<file path="src/rtl/spike_rate_decoder_pkg.sv">
// Shared definitions for the spike-rate decoder: command encodings, FSM states
// and the saturating increment used by the per-channel counters.
package snn_decode_pkg;

  localparam logic [1:0] CMD_STOP  = 2'b00;
  localparam logic [1:0] CMD_LEFT  = 2'b01;
  localparam logic [1:0] CMD_RIGHT = 2'b10;
  localparam logic [1:0] CMD_FWD   = 2'b11;

  typedef enum logic [0:0] {
    IDLE = 1'b0,
    RUN  = 1'b1
  } state_e;

  function automatic logic [31:0] sat_inc(input logic [31:0] count, input logic [31:0] max);
    logic [31:0] res;
    if (count >= max) begin
      res = max;
    end else begin
      res = count + 32'd1;
    end
    return res;
  endfunction

endpackage

</file>
<file path="src/rtl/spike_rate_decoder_counter.sv">
// Saturating per-channel spike counter; count_next_o already includes this
// cycle's spike so the window-end capture sees the final value.
module spike_counter
  import snn_decode_pkg::*;
#(
  parameter int unsigned CNT_W = 8
) (
  input  logic             clk_i,
  input  logic             rst_i,
  input  logic             en_i,
  input  logic             inc_i,
  input  logic             clear_i,
  output logic [CNT_W-1:0] count_next_o
);

  localparam logic [CNT_W-1:0] MAX_C = '1;

  logic [CNT_W-1:0] count_q;
  logic [CNT_W-1:0] count_d;
  logic [31:0]      inc_s;

  // Next count: saturating add when enabled and a spike is present
  always_comb begin
    inc_s = sat_inc(32'(count_q), 32'(MAX_C));
    if (en_i && inc_i) begin
      count_d = inc_s[CNT_W-1:0];
    end else begin
      count_d = count_q;
    end
  end

  // Count register; clear at window end starts the next window from zero
  always_ff @(posedge clk_i or posedge rst_i) begin
    if (rst_i) begin
      count_q <= '0;
    end else if (en_i && clear_i) begin
      count_q <= '0;
    end else begin
      count_q <= count_d;
    end
  end

  assign count_next_o = count_d;

endmodule

</file>
<file path="src/rtl/spike_rate_decoder.sv">
// Windowed spike-rate decoder: counts spikes per channel over WINDOW enabled
// cycles and turns the Left/Right rates into a steering command on valid/ready.
module spike_rate_decoder
  import snn_decode_pkg::*;
#(
  parameter int unsigned EXCNUM   = 2,
  parameter int unsigned WINDOW   = 256,
  parameter int unsigned CNT_W    = 8,
  parameter int unsigned THRESH   = 4,
  parameter int unsigned DEADBAND = 2
) (
  input  logic                    clk,
  input  logic                    rst,
  input  logic                    en,
  input  logic [EXCNUM-1:0]       spike_in,
  output logic [EXCNUM*CNT_W-1:0] rate_count,
  output logic [1:0]              cmd,
  output logic                    cmd_valid,
  input  logic                    cmd_ready,
  output logic                    overrun
);

  localparam int unsigned      WIN_W    = (WINDOW > 2) ? $clog2(WINDOW) : 1;
  localparam logic [WIN_W-1:0] WIN_LAST = WIN_W'(WINDOW - 1);
  localparam logic [WIN_W-1:0] WIN_ONE  = WIN_W'(1);

  state_e                    state_q;
  logic [WIN_W-1:0]          win_q;
  logic [EXCNUM*CNT_W-1:0]   rate_q;
  logic [1:0]                cmd_q;
  logic                      valid_q;
  logic                      overrun_q;

  logic [EXCNUM*CNT_W-1:0]   next_s;
  logic                      win_end_s;
  logic [CNT_W-1:0]          l_s;
  logic [CNT_W-1:0]          r_s;
  logic [CNT_W:0]            diff_s;
  logic [1:0]                dec_s;

  assign win_end_s = en && (win_q == WIN_LAST);

  for (genvar gi = 0; gi < EXCNUM; gi++) begin : g_cnt
    spike_counter #(.CNT_W(CNT_W)) u_cnt (
      .clk_i        (clk),
      .rst_i        (rst),
      .en_i         (en),
      .inc_i        (spike_in[gi]),
      .clear_i      (win_end_s),
      .count_next_o (next_s[gi*CNT_W +: CNT_W])
    );
  end

  assign l_s = next_s[0 +: CNT_W];
  assign r_s = next_s[CNT_W +: CNT_W];

  // Steering decision on the final window counts; difference is one bit wider so it never wraps
  always_comb begin
    if (l_s > r_s) begin
      diff_s = {1'b0, l_s} - {1'b0, r_s};
    end else begin
      diff_s = {1'b0, r_s} - {1'b0, l_s};
    end
    if ((32'(l_s) < 32'(THRESH)) && (32'(r_s) < 32'(THRESH))) begin
      dec_s = CMD_STOP;
    end else if (32'(diff_s) <= 32'(DEADBAND)) begin
      dec_s = CMD_FWD;
    end else if (l_s > r_s) begin
      dec_s = CMD_LEFT;
    end else begin
      dec_s = CMD_RIGHT;
    end
  end

  // Window FSM, result latch and valid/ready handshake
  always_ff @(posedge clk or posedge rst) begin
    if (rst) begin
      state_q   <= IDLE;
      win_q     <= '0;
      rate_q    <= '0;
      cmd_q     <= CMD_STOP;
      valid_q   <= 1'b0;
      overrun_q <= 1'b0;
    end else begin
      overrun_q <= 1'b0;
      case (state_q)
        IDLE: begin
          if (en) begin
            state_q <= RUN;
            win_q   <= WIN_ONE;
          end
        end
        RUN: begin
          if (en) begin
            win_q <= win_end_s ? '0 : win_q + WIN_ONE;
          end
        end
        default: state_q <= IDLE;
      endcase
      if (win_end_s) begin
        rate_q    <= next_s;
        cmd_q     <= dec_s;
        valid_q   <= 1'b1;
        overrun_q <= valid_q && !cmd_ready;
      end else if (valid_q && cmd_ready) begin
        valid_q <= 1'b0;
      end
    end
  end

  assign rate_count = rate_q;
  assign cmd        = cmd_q;
  assign cmd_valid  = valid_q;
  assign overrun    = overrun_q;

endmodule

</file>
<file path="config.mk">
export PLATFORM = sky130hd
export DESIGN_NAME = spike_rate_decoder
export DESIGN_NICKNAME = d
export VERILOG_FILES = /design/src/rtl/spike_rate_decoder_pkg.sv /design/src/rtl/spike_rate_decoder_counter.sv /design/src/rtl/spike_rate_decoder.sv
export SDC_FILE = /design/constraint.sdc
export NUM_CORES = 1
export LEC_CHECK = 0
export ABC_AREA = 1
export ABC_CLOCK_PERIOD_IN_PS = 3440
export BUFFER_PORTS_ARGS = -buffer_cell sky130_fd_sc_hd__buf_2
export CAP_MARGIN = 20
export CORE_MARGIN = 4
export CORE_UTILIZATION = 60
export DETAILED_ROUTE_END_ITERATION = 16
export PLACE_DENSITY = 0.79
export SETUP_SLACK_MARGIN = 0.1
export SLEW_MARGIN = 10
export SYNTH_ARGS = -nofsm -noshare
export SYNTH_HDL_FRONTEND = slang
export SYNTH_HIERARCHICAL = 1
export SYNTH_SLANG_ARGS = --single-unit
export TNS_END_PERCENT = 1
</file>
<file path="constraint.sdc">
create_clock -name clk -period 3.44 [get_ports clk]
set_clock_uncertainty 0.1 [all_clocks]
set_input_delay 0.516 -clock clk [delete_from_list [all_inputs] [get_ports clk]]
set_output_delay 0.516 -clock clk [all_outputs]
set_load 0.02 [all_outputs]
</file>
==> metrics.txt <==
Critical Path RT=3.57 ns; DP HPWL=around 5800 um; Top Metal Used=met4; Non-Filler Instances=approximately 570; pin count of the biggest net entering global routing=34; area delta synth->final=9.012%; CP Data Arrival Time=3.21 ns; 1st-iter DRT viols=approximately 300; CTS tree=done; worst-path fanout max=4; Ys Warns=6; Max Slew Vio Count=0; Post-synth top cells=140 x nand2_1, 81 x inv_1, 45 x dfrtp_1; via/cell ratio=5.451; drt total wl=around 7400 um; Hold Fails Final Rpt=0; CTS root buffer=clkbuf_8; met1 wire length=3308 um; ANT nets after route=0; dpl cells=555; drt drc=0; Final period util=0.8959; width of the die=82.21 um; WL/cell=13.05 um; post-layout min period=a little over 3 ns; number of synthesized flops with an enable pin=0; met3 wire length=482 um; Pre-Repair DR Iteration Count=5; mean post-synth cell area=7.091 um^2; clock buffer depth=2; H-Tree Depth=2; die height=82.21 um; Worst-Skew Late Latency=0.30 ns; Final #Nets=between 500 and 600; Synth Cell Area=3304 um^2; WS Path Type=register to register; vias in the first global route=2890; count of buffers from port buffering=25; PD cells=912.6 nW/um^2; Cell Rows=26; Seq/Total Area, Yosys=0.3408; clock sink count=45; total gr overflow=0; DR WL met2=~3400 um; final core occ=0.6878; actual slew at the worst max-slew pin=0.5776 ns; Critical Path Source Type=register; share of layout cells above drive strength 1=0.1535; initial antenna violation count=0; gr usage total=0.2481; die area=6758 um^2; P_leak=2.044 nW; CTS clock-pin slew for the worst setup and hold paths=0.09 ns; top cell type's share of synthesized area=0.3408; Critical Path Sink Type=register; maximum VDD drop=0.4441 mV; register bit total from synthesis=45; main flop type after synthesis=dfrtp_1; number of buffers created by CTS=5; cts hold-fix bufs=0; post-synthesis async set-or-reset flop share=1.000; max-cap violations=0; count of different cell masters after synthesis=35; top cells by area, synth=dfrtp_1 34%, nand2_1 16%, inv_1 9.2%; core region area=5238 um^2; most common cell in the netlist=nand2_1; FF/Latch Area=between 1000 and 1500 um^2; Hold Crit Class=input port to asynchronous set/reset pin; Syn Inst Count=466; Multi-input gate area=1802 um^2; slew margin rel.=0.6114; Net Count, Synth=493; Initial Utilization=0.6309; count of final setup violators=0; first-pass GRT wire length=13030 um; routability cong.=0.9111; I/O pin count=26; fill cell count=approximately 440; Max Fclk=324.5 MHz; RSZ-0062 raised after global routing=false; ant diodes=0; top cell type by total area after synthesis=dfrtp_1; status=finished, final reports clean; total number of vias=about 3100; total negative slack=0 ns
[routing by layer]
metal,up-vias,GRT usage
met2,119,0.4191
met4,0,0.06146
met1,1423,0.3253
met3,17,0.04881
met5,-,0
li1,1521,-
[worst paths after layout]
| path | cells after the start | start | slack [ns] | endpoint |
|---|---|---|---|---|
| worst max-delay path | 24 | g_cnt[0].u_cnt/count_q[0] | 0.36 | cmd[0] |
| min in group clk | 2 | cmd_ready | 0.28 | overrun |
| worst min register to register | 2 | rate_count[1] | 0.39 | rate_count[1] |
| worst min-delay path | 2 | rst | 0.08 | g_cnt[0].u_cnt/count_q[0] |
| max in group asynchronous | 3 | rst | 2.57 | cmd[1] |
| worst max register to register | 24 | g_cnt[0].u_cnt/count_q[0] | 0.36 | cmd[0] |
[area by class of cell]
| type | count | area share |
|---|---|---|
| multi-input cells | 327 | 0.5002 |
| flip-flops and latches | 45 | 0.3126 |
| inverters | 86 | 0.09100 |
| repair buffers | 29 | 0.04863 |
| well taps | 70 | 0.02431 |
| clock buffers | 7 | 0.02119 |
| clock inverters | 1 | 0.002084 |
[what timing repair did]
| item | in CTS | in global routing |
|---|---|---|
| setup buffers | 0 | 2 |
| resized for setup | 0 | 2 |
| endpoints found under the setup margin | 0 | 2 |
[registers in the layout, indices dropped and copies added, names as in the netlist]
register,cells
g_cnt.u_cnt/count_q,16
rate_count,16
win_q,8
cmd,2
cmd_valid,1
overrun,1
state_q,1
[cells by family after synthesis]
group,after synthesis,synth area share
and+or+nand+nor,242,0.3465
buffers and inverters,94,0.1147
AOI/OAI and AO/OA,58,0.09807
DFF,45,0.3408
adders and majority gates,21,0.08406
xor gates and xnor gates,6,0.01590
[critical path, cell delays in order (launching register included)]
cell	delay, ns
dfrtp_1	0.40
ha_1	0.20
nand3_1	0.13
inv_2	0.11
nand2_1	0.09
nand2_1	0.07
o21ai_1	0.08
inv_1	0.10
inv_1	0.08
ha_1	0.21
inv_2	0.09
fa_2	0.44
inv_1	0.06
nor2_1	0.03
a21oi_1	0.13
nand3_1	0.12
nor2_1	0.13
nand2_1	0.06
nand2_1	0.05
nand2_1	0.04
inv_1	0.06
nand3_2	0.06
nand2_1	0.06
nand2_1	0.04
nand2_1	0.06
[stage by stage]
step	hold slack [ns]	power, W	setup slack, ns	instance area, um^2
after floorplan	0.2317	0.002533	0.8287	3304
after global placement	0.3616	0.002870	0.2914	3473
after detailed placement	0.3683	0.002916	0.2164	3501
after CTS	0.08373	0.003243	0.3391	3585
after global routing	0.08524	0.003656	0.1159	3602
final	0.08388	0.003287	0.3580	3602
[where the power goes]
group | leakage (nW) | switching (W) | total (W) | internal (W)
combinational | 1.44 | 0.00147 | 0.00223 | 0.000760
sequential | 0.569 | 0.000101 | 0.000739 | 0.000638
clock | 0.0385 | 0.000175 | 0.000319 | 0.000144
total | 2.04 | 0.00174 | 0.00329 | 0.00154
[layout by cell type (no fill, tap or decap), types with 4 or more instances in the layout]
cell	netlist	layout
xor2_1	6	6
nor2_1	23	23
a21oi_1	26	26
nand2_1	140	140
clkbuf_8	0	5
inv_2	3	4
o21ai_0	20	20
nand3_2	4	4
nor2_2	6	6
o21ai_1	4	4
buf_2	2	25
nand3_1	33	33
nand4_1	5	5
dfrtp_1	45	45
nand2_2	11	11
nor2_4	6	6
inv_1	81	80
o21bai_1	4	4
ha_1	19	19
No activity file was read; power rests on OpenSTA's default activity.
